<file path="src/rtl/capture_sequencer.sv">
// Capture/readout sequencer for the 4-channel frame + histogram datapath.
// Optional idle-sample timeout in COLLECT is enabled by defining CAPSEQ_TIMEOUT_EN.
module capture_sequencer #(
   parameter int DATA_SIZE      = 4,
   parameter int DATA_NUM       = 16,
   parameter int LENGTH         = 64,
   parameter int LENGTH_SIZE    = 6,
   parameter int SETTLE_CYCLES  = 16,
   parameter int TIMEOUT_CYCLES = 1024
) (
   input  logic                     clk,
   input  logic                     rst,
   input  logic                     start,
   input  logic                     abort,
   input  logic                     sample_valid,
   input  logic                     out_ready,
   output logic                     collect,
   output logic                     frame_rd,
   output logic [LENGTH_SIZE-3:0]   frame_rd_addr,
   output logic [1:0]               frame_sel,
   output logic                     hist_rd,
   output logic [DATA_SIZE-1:0]     hist_rd_addr,
   output logic                     busy,
   output logic                     done,
   output logic [LENGTH_SIZE:0]     sample_count,
   output logic                     start_err,
   output logic                     timeout
);

   typedef enum logic [2:0] {
      S_IDLE    = 3'd0,
      S_COLLECT = 3'd1,
      S_SETTLE  = 3'd2,
      S_READ    = 3'd3,
      S_DONE    = 3'd4
   } state_t;

   // One wait counter serves both the settle delay and the idle-sample timeout.
   localparam int CNT_MAX = (SETTLE_CYCLES > TIMEOUT_CYCLES) ? SETTLE_CYCLES : TIMEOUT_CYCLES;
   localparam int CW      = $clog2(CNT_MAX + 1);

   localparam logic [CW-1:0]          SETTLE_LAST = CW'(SETTLE_CYCLES - 1);
   localparam logic [LENGTH_SIZE-1:0] RD_LAST     = LENGTH_SIZE'(LENGTH - 1);
   localparam logic [LENGTH_SIZE:0]   SMP_LAST    = (LENGTH_SIZE + 1)'(LENGTH - 1);
   localparam logic [LENGTH_SIZE:0]   HIST_END    = (LENGTH_SIZE + 1)'(DATA_NUM);
`ifdef CAPSEQ_TIMEOUT_EN
   localparam logic [CW-1:0]          TIMEOUT_LAST = CW'(TIMEOUT_CYCLES - 1);
`endif

   state_t                 state_q, state_d;
   logic [LENGTH_SIZE-1:0] rd_idx_q, rd_idx_d;
   logic [CW-1:0]          cnt_q, cnt_d;
   logic [LENGTH_SIZE:0]   sample_count_q, sample_count_d;
   logic                   collect_q, collect_d;
   logic                   busy_q, busy_d;
   logic                   done_q, done_d;
   logic                   start_err_q, start_err_d;
   logic                   timeout_q, timeout_d;

   // State and status registers.
   always_ff @(posedge clk or posedge rst) begin
      if (rst) begin
         state_q        <= S_IDLE;
         rd_idx_q       <= '0;
         cnt_q          <= '0;
         sample_count_q <= '0;
         collect_q      <= 1'b0;
         busy_q         <= 1'b0;
         done_q         <= 1'b0;
         start_err_q    <= 1'b0;
         timeout_q      <= 1'b0;
      end else begin
         state_q        <= state_d;
         rd_idx_q       <= rd_idx_d;
         cnt_q          <= cnt_d;
         sample_count_q <= sample_count_d;
         collect_q      <= collect_d;
         busy_q         <= busy_d;
         done_q         <= done_d;
         start_err_q    <= start_err_d;
         timeout_q      <= timeout_d;
      end
   end

   // Next-state, counters and registered status outputs.
   always_comb begin
      state_d        = state_q;
      rd_idx_d       = rd_idx_q;
      cnt_d          = cnt_q;
      sample_count_d = sample_count_q;
      start_err_d    = start_err_q;
      timeout_d      = timeout_q;

      if (start && (state_q != S_IDLE)) begin
         start_err_d = 1'b1;
      end else begin
         start_err_d = start_err_q;
      end

      if (abort) begin
         state_d  = S_IDLE;
         rd_idx_d = '0;
         cnt_d    = '0;
      end else begin
         case (state_q)
            S_IDLE: begin
               if (start) begin
                  state_d        = S_COLLECT;
                  sample_count_d = '0;
                  start_err_d    = 1'b0;
                  timeout_d      = 1'b0;
                  cnt_d          = '0;
               end else begin
                  state_d = S_IDLE;
               end
            end
            S_COLLECT: begin
               if (sample_valid) begin
                  sample_count_d = sample_count_q + (LENGTH_SIZE + 1)'(1);
                  cnt_d          = '0;
                  if (sample_count_q == SMP_LAST) begin
                     state_d = S_SETTLE;
                  end else begin
                     state_d = S_COLLECT;
                  end
`ifdef CAPSEQ_TIMEOUT_EN
               end else if (cnt_q == TIMEOUT_LAST) begin
                  state_d   = S_SETTLE;
                  cnt_d     = '0;
                  timeout_d = 1'b1;
               end else begin
                  cnt_d = cnt_q + CW'(1);
               end
`else
               end else begin
                  state_d = S_COLLECT;
               end
`endif
            end
            S_SETTLE: begin
               if (cnt_q == SETTLE_LAST) begin
                  state_d  = S_READ;
                  rd_idx_d = '0;
                  cnt_d    = '0;
               end else begin
                  cnt_d = cnt_q + CW'(1);
               end
            end
            S_READ: begin
               if (out_ready) begin
                  if (rd_idx_q == RD_LAST) begin
                     state_d  = S_DONE;
                     rd_idx_d = '0;
                  end else begin
                     rd_idx_d = rd_idx_q + LENGTH_SIZE'(1);
                  end
               end else begin
                  state_d = S_READ;
               end
            end
            S_DONE: begin
               state_d = S_IDLE;
            end
            default: begin
               state_d = S_IDLE;
            end
         endcase
      end

      collect_d = (state_d == S_COLLECT);
      busy_d    = (state_d != S_IDLE);
      done_d    = (state_d == S_DONE);
   end

   // Read strobes follow out_ready directly so a stalled beat never issues a read.
   always_comb begin
      frame_rd      = 1'b0;
      frame_rd_addr = '0;
      frame_sel     = 2'b00;
      hist_rd       = 1'b0;
      hist_rd_addr  = '0;
      if (state_q == S_READ) begin
         frame_rd      = out_ready;
         frame_rd_addr = rd_idx_q[LENGTH_SIZE-1:2];
         frame_sel     = rd_idx_q[1:0];
         if ({1'b0, rd_idx_q} < HIST_END) begin
            hist_rd      = out_ready;
            hist_rd_addr = rd_idx_q[DATA_SIZE-1:0];
         end else begin
            hist_rd      = 1'b0;
            hist_rd_addr = '0;
         end
      end else begin
         frame_rd = 1'b0;
      end
   end

   assign collect      = collect_q;
   assign busy         = busy_q;
   assign done         = done_q;
   assign sample_count = sample_count_q;
   assign start_err    = start_err_q;
   assign timeout      = timeout_q;

endmodule
</file>
<file path="config.mk">
export PLATFORM = sky130hd
export DESIGN_NAME = capture_sequencer
export DESIGN_NICKNAME = d
export VERILOG_FILES = /design/src/rtl/capture_sequencer.sv
export SDC_FILE = /design/constraint.sdc
export NUM_CORES = 1
export LEC_CHECK = 0
export CAP_MARGIN = 20
export CORE_UTILIZATION = 45
export CTS_BUF_LIST = sky130_fd_sc_hd__clkbuf_8
export DETAILED_ROUTE_END_ITERATION = 16
export PLACE_DENSITY = 0.83
export SLEW_MARGIN = 5
export SYNTH_ARGS = -nofsm -noshare
export SYNTH_HDL_FRONTEND = slang
export SYNTH_SLANG_ARGS = --single-unit
</file>
<file path="constraint.sdc">
create_clock -name clk -period 2.2 [get_ports clk]
set_clock_uncertainty 0.1 [all_clocks]
set_input_delay 0.55 -clock clk [delete_from_list [all_inputs] [get_ports clk]]
set_output_delay 0.55 -clock clk [all_outputs]
set_load 0.01 [all_outputs]
</file>
# == After elaboration in Yosys (flattened, before gate mapping) ==
# Cells that the tools add are included.
# W data, S select, Z words.
# totals
register_bits,31
elab_cells,69
# classes
add_sub_neg,3
magnitude_cmp,1
n_eq_ne,14
mux,32
n_bitwise,1
n_reduce_logical,10
# ops
operator,count
$mux W11,4
$pmux W11 S3,1
$mux W6,4
$mux W3,5
$mux W7,2
$pmux W7 S2,1
$mux W4,3
$ne A3 B3 Y1 const B,4
$pmux W3 S4,1
$pmux W6 S2,1
$add A11 B1 Y11 const B,1
$eq A11 B4 Y1 const B,1
$reduce_bool A3 Y1,3
$mux W1,8
$add A7 B1 Y7 const B,1
$eq A7 B6 Y1 const B,1
$add A6 B1 Y6 const B,1
$eq A3 B1 Y1 const B,2
$eq A3 B2 Y1 const B,2
$eq A6 B6 Y1 const B,1
$lt A6 B5 Y1 const B,1
$reduce_and A3 Y1,2
$mux W2,2
$ne A2 B2 Y1 const B,2
7 further kinds,7

# == Depth between registers and ports, before layout ==
# Gate-level depths: netlist of the first run.
# depth
word_depth,6
ltp_mapped,7
mapped_depth_nobuf,5

# == Worst setup path after synthesis of the first run ==
# OpenSTA, ideal clock, no wires.
# synth_timing
kind,input -> register
from,input port abort
to,register cnt_q[6]
setup_time_ns,0.076
arrival_ns,1.937
setup_slack_ns,0.087
cell_stages,5
path_buffers,1
cell_sequence,or4b_1 -> buf_2 -> a31oi_4 -> or4b_1 -> o21ai_1
# synth_via
elab_chain_cells,2
word_cells_on_any_way,5
# synth_lines
element,line,rtl
from (decl),14,"input logic abort,"
$ne A3 B3 Y1 (no line) / $reduce_bool A4 Y1 (equally long branches),--,
$reduce_and A3 Y1 (no line),--,
to (signal assigned),75,cnt_q <= cnt_d;
to (decl),52,"logic [CW-1:0] cnt_q, cnt_d;"
# Several ways; a longest one is shown, not always the timed one.
# A chain may end at the register's enable or synchronous reset.

# == Worst setup path in the final report of the first run ==
# layout_timing
from,register state_q[2]
to,output port hist_rd_addr[2]
# layout_via
elab_chain_cells,2
# layout_lines
element,line,rtl
from (decl),50,"state_t state_q, state_d;"
from (signal assigned),73,state_q <= state_d;
$eq A3 B2 Y1,182,if (state_q == S_READ) begin
$mux W4,182,
to (decl),22,"output logic [DATA_SIZE-1:0] hist_rd_addr,"
# No other way between the ends.

==> results of run 1 <==
==> repair_timing <==
item	in CTS	in global routing
pin swaps	1	2
resized for setup	26	6
endpoints found under the setup margin	14	10
==> sequential cells by signal, indices dropped and copies added (netlist names), named ones only <==
| register | flops |
|---|---|
| cnt_q | 11 |
| sample_count | 7 |
| rd_idx_q | 6 |
| state_q | 3 |
| busy | 1 |
| collect | 1 |
| done | 1 |
==> worst reg2reg max path: cells and delay by family (launching register included) <==
family                     cells  cell delay [ns]
and+or+nand+nor                2             0.55
DFF                            1             0.39
AOI/OAI and AO/OA              2             0.63
adders and majority gates      1             0.21
==> power groups by stage <==
stage	combinational (mW)	clock, mW	sequential [mW]
after floorplan	0.0847	0	0.645
after global placement	0.185	0	0.638
after detailed placement	0.188	0	0.640
after CTS	0.189	0.597	0.629
after global routing	0.209	0.626	0.635
final	0.188	0.589	0.630
==> kinds of logic (layout without fill, tap and decap cells) <==
group | after synthesis | in the layout | share of synthesized area [%]
buffers and inverters | 19 | 69 | 4.59
other | 1 | 1 | 0.202
and+or+nand+nor | 92 | 92 | 28.2
adders and majority gates | 3 | 3 | 2.03
AOI/OAI and AO/OA | 50 | 50 | 19.2
muxes | 7 | 7 | 3.92
DFF | 31 | 31 | 41.9
==> per-layer routing <==
metal / up-vias / GRT usage (%) / part of all wire, %
li1: 840 / - / -
met1: 814 / 27.2 / 47
met2: 25 / 36.0 / 48
met3: 5 / 5.17 / 3.5
met4: 0 / 7.45 / 1.0
met5: - / 0 / 0
==> worst max-delay path by stage <==
stage | startpoint | endpoint | slack, ns | depth (start not counted)
floorplan | abort | cnt_q[6]$_DFFE_PP0P_ | 0.09 | 5
global placement | out_ready | hist_rd | -0.32 | 4
detailed placement | out_ready | hist_rd | -0.33 | 4
CTS | state_q[2]$_DFF_PP0_ | hist_rd_addr[2] | 0.005 | 5
global route | state_q[2]$_DFF_PP0_ | hist_rd_addr[0] | -0.08 | 5
finish | state_q[2]$_DFF_PP0_ | hist_rd_addr[2] | 0.02 | 5
==> layout make-up <==
cell class,instances,area share [%]
inverter,8,1.22
clock buffer,6,3.36
clock inverter,2,1.42
sequential,31,31.5
tap,48,2.44
multi-input combinational,153,41.4
timing repair buffer,53,18.6
==> through the flow <==
step	total power, mW	hold WS, ns	cell area (sq um)
after floorplan	0.729	0.389	1850
after CTS	1.42	0.416	2450
after detailed placement	0.828	0.401	2330
after global routing	1.47	0.451	2460
after global placement	0.823	0.394	2330
final	1.41	0.427	2460
==> placed cells by master, fill, tap and decap left out, types with 4 or more instances in the layout <==
master,Yosys,layout
sky130_fd_sc_hd__clkbuf_8,0,6
sky130_fd_sc_hd__dlygate4sd2_1,0,6
sky130_fd_sc_hd__and2_1,10,10
sky130_fd_sc_hd__clkdlybuf4s50_1,0,15
sky130_fd_sc_hd__a21oi_1,10,10
sky130_fd_sc_hd__buf_4,1,25
sky130_fd_sc_hd__nor2_1,17,17
sky130_fd_sc_hd__dfrtp_1,31,31
sky130_fd_sc_hd__and3_1,6,6
sky130_fd_sc_hd__o21ai_0,13,13
sky130_fd_sc_hd__clkdlybuf4s15_2,0,4
sky130_fd_sc_hd__a22o_1,5,5
sky130_fd_sc_hd__inv_1,8,8
sky130_fd_sc_hd__nand2b_1,5,5
sky130_fd_sc_hd__mux2i_1,5,5
sky130_fd_sc_hd__nand2_1,17,17
sky130_fd_sc_hd__nand3_1,10,10
==> out/qor.csv, run 1 <==
metric,value,unit
combined global-route utilization of all metal layers,21.6,%
maximum clock frequency,459,MHz
post-layout worst setup margin,0.0197,ns
ordered list of cells on the worst path,"and3b_2, nor3b_2, buf_4, and2_1, clkdlybuf4s15_2",
Clock Sinks,31,
overall overflow remaining after global route,0,
IO Pins,30,
chip width,66.2,um
sequential-to-total area share from yosys stat,41.9,%
"top cells by count, synth","sky130_fd_sc_hd__dfrtp_1 (31), sky130_fd_sc_hd__nand2_1 (17), sky130_fd_sc_hd__nor2_1 (17)",
"slowest stage delay, CP",0.38,ns
die boundary height,66.2,um
area grow syn2layout,32.8,%
portion of total power attributed to the clock network,41.9,%
final RePlAce weighted congestion,0.802,
total of flip-flops plus latches after synthesis,31,
post-route fraction of the period consumed by the critical path,99.1,%
pin count of the biggest net entering global routing,32,
data arrival time of the worst path,1.53,ns
Synth Net Count,212,
final routed wire length divided by cell count,14.1,um
Switching Power,0.344,mW
count of final max-slew check failures,0,
wire length of the first global-routing pass,7170,um
Placement Setup Slack,-0.334,ns
unrepaired setup endpoints after global routing,yes,
CP top delay family,simple AND/OR/NAND/NOR gates,
summed instance area of the synthesized netlist,0.00185,sq mm
via count of the first global-routing pass,1630,
number of buffer cells added on primary ports,28,
CP required,1.55,ns
clock tree from TritonCTS,done,
TritonCTS Buffers,5,
internal portion of total power,1.06,mW
nature of the critical path endpoint,primary output,
# H-tree levels,2,
most frequently used cell type in the post-synthesis netlist,sky130_fd_sc_hd__dfrtp_1,
Final Core Density,64.8,%
total area of multi-input combinational cells,0.00102,sq mm
Detailed Route WL,4250,um
First DRT Iteration DRCs,147,
First-pass DRT Iterations,4,
Filler Cells Inserted,316,
hold-fix buffer count after cts,0,
endpoints failing hold,0,
insertion delay to the later sink of the worst-skew pair,0.28,ns
DRC viols,0,
register share of total power,44.8,%
die area,0.00438,sq mm
static power due to leakage,1.14,nW
crit-path max FO,4,
cell taking the most area after synthesis,sky130_fd_sc_hd__dfrtp_1,
critical path buffer and inverter count,2,
final number of setup-violating endpoints,0,
antenna violations before repair,0,
Post-synth EDFFs,0,
startpoint of the lowest-slack register-to-register path,cnt_q[0]$_DFFE_PP0P_,
Max Buffers Root-to-Sink,2,
maximum capacitance violations,0,
fraction of power consumed by combinational cells,13.4,%
class of the tightest hold or removal check,flop to flop,
final setup TNS,0,ns
switching share of power,24.5,%
total via count after detailed routing,1684,
P per Cell Area,572,mW/mm^2
Worst Reg-to-Reg Cells,5,
reg-to-reg critical path endpoint,collect$_DFF_PP0_,
core area,0.00380,sq mm
Starting Density,48.8,%
clock slew seen by the registers of the worst setup and hold paths,0.07,ns
remaining antenna violation count after routing,0,
Syn Inst Count,203,
post-DP HPWL,3020,um
final worst path period need,2.18,ns
hold path cells,2,
"FFs w/ async S/R, synth",100,%
cell at the root of the clock tree,sky130_fd_sc_hd__clkbuf_8,
class of the most critical setup path,flop to primary output,
category of the worst setup path launch point,flop,
number of diodes,0,
Post-CTS Setup Inserts,0,
run status,"complete, no violations",
largest vdd supply drop,0.398,mV
Syn Area/Cell,9.13,sq um
area occupied by registers,776,sq um
crit path max-delay cell type,sky130_fd_sc_hd__dfrtp_1,
layout cell share with drive strength beyond 1,22.5,%
floorplan row count,22,
Unique masters post-synth,50,
slack of the worst reg-to-reg path,0.19,ns
non-filler instance count after layout,301,
final net count,261,
top area cells in the synthesized netlist,"sky130_fd_sc_hd__dfrtp_1 (42%), sky130_fd_sc_hd__o21ai_0 (3.5%), sky130_fd_sc_hd__nand2_1 (3.4%)",
warnings from Yosys,0,
Via density,5.59,
most common flop cell mapped by yosys,sky130_fd_sc_hd__dfrtp_1,
count of placed standard cells including taps,293,
Synth top area share,41.9,%
Note: power is estimated with default switching activity, not from simulation.
==> inputs of run 2 (changes only) <==
--- a/config.mk
+++ b/config.mk
@@ -8,6 +8,7 @@
 export CAP_MARGIN = 20
 export CORE_UTILIZATION = 45
 export CTS_BUF_LIST = sky130_fd_sc_hd__clkbuf_8
+export CTS_CLUSTER_DIAMETER = 120
 export DETAILED_ROUTE_END_ITERATION = 16
 export PLACE_DENSITY = 0.83
 export SLEW_MARGIN = 5
==> results of run 2 <==
Final layout, timing and power as in run 1 (identical DEF).
==> inputs of run 3 (changes only) <==
--- a/config.mk
+++ b/config.mk
@@ -6,6 +6,7 @@
 export NUM_CORES = 1
 export LEC_CHECK = 0
 export CAP_MARGIN = 20
+export CORE_MARGIN = 5
 export CORE_UTILIZATION = 45
 export CTS_BUF_LIST = sky130_fd_sc_hd__clkbuf_8
 export CTS_CLUSTER_DIAMETER = 120
==> run 3 against run 2 <==
Effect of this change: die area is 26% higher; largest cell class unchanged; power is 7.4% lower; sequential power hardly changed; combinational power hardly changed; via count is 2.0% higher; cell count is 1.7% higher; clock-buffer cell count is 1 higher; global-route usage is 4.6 points lower; design area is 0.66% lower; register-to-register slack hardly changed; routed wire length is 1.9% higher.
==> out/qor.csv, run 3 (same netlist as run 1, synthesis figures left out) <==
metric,value,unit,change
count of final max-slew check failures,0,,unchanged
floorplan row count,23,,+4.5%
remaining antenna violation count after routing,0,,unchanged
First DRT Iteration DRCs,106,,-28%
antenna violations before repair,0,,unchanged
Top reg by flops,cnt_q,,
static power due to leakage,1.16,nW,+1.5%
clock tree from TritonCTS,done,,
combined global-route utilization of all metal layers,17.1,%,-4.6 points
crit path max-delay cell type,sky130_fd_sc_hd__dfrtp_1,,
wire length of the first global-routing pass,7200,um,+0.47%
category of the worst setup path launch point,flop,,
insertion delay to the later sink of the worst-skew pair,0.28,ns,about the same
total via count after detailed routing,1718,,+2.0%
IO Pins,30,,unchanged
endpoints failing hold,0,,unchanged
worst hold margin,0.448,ns,+0.0214 ns
number of diodes,0,,unchanged
run status,"complete, no violations",,
final routed wire length divided by cell count,14.2,um,+0.26%
nature of the critical path endpoint,primary output,,
Starting Density,46.3,%,-2.5 points
CP required,1.55,ns,about the same
number of buffer cells added on primary ports,28,,unchanged
largest vdd supply drop,0.309,mV,-22%
M1 wire length,1920,um,-4.2%
class of the tightest hold or removal check,flop to flop,,
critical path buffer and inverter count,2,,unchanged
total area of multi-input combinational cells,0.00102,sq mm,-0.12%
maximum clock frequency,472,MHz,+3.0%
Filler Cells Inserted,344,,+8.9%
die boundary height,74.2,um,+12%
core area,0.00400,sq mm,+5.3%
met3 layer wire length in the routed design,227,um,+52%
First-pass DRT Iterations,4,,unchanged
Clock Sinks,31,,unchanged
TritonCTS Buffers,5,,unchanged
final RePlAce weighted congestion,0.864,,+7.7%
cell at the root of the clock tree,sky130_fd_sc_hd__clkbuf_8,,
class of the most critical setup path,flop to primary output,,
overall overflow remaining after global route,0,,unchanged
area occupied by registers,776,sq um,unchanged
non-filler instance count after layout,306,,+1.7%
count of placed standard cells including taps,294,,+0.34%
ordered list of cells on the worst path,"and3b_2, buf_4, and2_1, dlygate4sd2_1",,
DRC viols,0,,unchanged
max reg flops,11,,unchanged
met2 wire length,2070,um,+0.78%
clock slew seen by the registers of the worst setup and hold paths,0.06,ns,about the same
crit-path max FO,7,,+3
P per Cell Area,533,mW/mm^2,-6.8%
pin count of the biggest net entering global routing,32,,unchanged
area grow syn2layout,31.9,%,
data arrival time of the worst path,1.47,ns,-0.06 ns
post-route fraction of the period consumed by the critical path,96.2,%,-2.9 points
# H-tree levels,2,,unchanged
layout cell share with drive strength beyond 1,22.7,%,+0.13 points
maximum capacitance violations,0,,unchanged
via count of the first global-routing pass,1647,,+1.0%
final worst path period need,2.12,ns,-0.0631 ns
Final Core Density,61.1,%,-3.7 points
CP top delay family,buffers and inverters,,
final number of setup-violating endpoints,0,,unchanged
Detailed Route WL,4330,um,+1.9%
"slowest stage delay, CP",0.38,ns,about the same
final net count,264,,+1.1%
post-DP HPWL,3090,um,+2.4%
Max Buffers Root-to-Sink,2,,unchanged
"most common cell after layout, fill and taps aside",sky130_fd_sc_hd__dfrtp_1,,
die area,0.00550,sq mm,+26%
chip width,74.2,um,+12%
top metal layer carrying routed signals,met4,,
Via density,5.61,,+0.35%
highest-count cells in the layout ignoring fill and taps,"sky130_fd_sc_hd__dfrtp_1 (31), sky130_fd_sc_hd__buf_4 (28), sky130_fd_sc_hd__nand2_1 (17), sky130_fd_sc_hd__nor2_1 (17), sky130_fd_sc_hd__clkdlybuf4s50_1 (14)",,
run 3: changes by cell type in the layout (fill, tap and decap cells not counted):
cell | before | now
sky130_fd_sc_hd__bufinv_16 | 1 | 0
sky130_fd_sc_hd__clkinv_2 | 1 | 0
sky130_fd_sc_hd__o21ai_0 | 13 | 12
sky130_fd_sc_hd__clkdlybuf4s50_1 | 15 | 14
sky130_fd_sc_hd__buf_2 | 1 | 4
sky130_fd_sc_hd__clkdlybuf4s15_2 | 4 | 0
sky130_fd_sc_hd__dlygate4sd2_1 | 6 | 8
sky130_fd_sc_hd__inv_1 | 8 | 9
sky130_fd_sc_hd__o21ai_1 | 1 | 2
sky130_fd_sc_hd__clkbuf_8 | 6 | 7
sky130_fd_sc_hd__buf_4 | 25 | 28
sky130_fd_sc_hd__a2111oi_0 | 0 | 1
sky130_fd_sc_hd__a2111oi_1 | 1 | 0
run 3: metal layers:
| metal | vias up | global-route usage [%] |
|---|---|---|
| li1 | 847 | - |
| met1 | 818 | 19.8 |
| met2 | 41 | 28.4 |
| met3 | 12 | 4.32 |
| met4 | 0 | 9.86 |
| met5 | - | 0 |
run 3: path summary, 6_finish.rpt:
kind	from	endpoint	slack, ns	cells after the start
max	state_q[0]$_DFF_PP0_	frame_sel[0]	0.08	4
min	sample_count[5]$_DFFE_PP0P_	sample_count[5]$_DFFE_PP0P_	0.45	1
max reg2reg	cnt_q[9]$_DFFE_PP0P_	collect$_DFF_PP0_	0.19	5
min reg2reg	sample_count[5]$_DFFE_PP0P_	sample_count[5]$_DFFE_PP0P_	0.45	1
max in group asynchronous	rst	state_q[2]$_DFF_PP0_	1.17	3
min in group asynchronous	rst	sample_count[3]$_DFFE_PP0P_	0.54	3
run 3: area by class of cell:
cell class              count  share of cell area, %
inverters                   8                   1.23
multi-input cells         153                   41.7
clock buffers               7                   3.94
clock inverters             1                  0.154
flip-flops and latches     31                   31.7
well taps                  50                   2.56
repair buffers             56                   18.7
run 3: through the flow:
stage / total power, mW / instance area (sq um) / TNS, ns / setup slack [ns]
floorplan: 0.729 / 1850 / 0 / 0.0865
global placement: 0.823 / 2320 / -3.47 / -0.340
detailed placement: 0.826 / 2320 / -4.30 / -0.393
CTS: 1.32 / 2430 / 0 / 0.00160
global route: 1.37 / 2440 / -0.000987 / -0.000987
finish: 1.30 / 2440 / 0 / 0.0829
run 3: timing repair:
action / CTS / global route
endpoints found under the setup margin: 14 / 11
gates resized for setup: 26 / 8
hold buffers: 0 / 0
buffers inserted: 1 / 3
pin swaps: 1 / 2
run 3: where the power goes:
| part | switching, mW | total [mW] | internal (mW) |
|---|---|---|---|
| clock network | 0.208 | 0.489 | 0.281 |
| registers | 0.0333 | 0.629 | 0.595 |
| logic | 0.0864 | 0.186 | 0.100 |
| total | 0.328 | 1.30 | 0.976 |
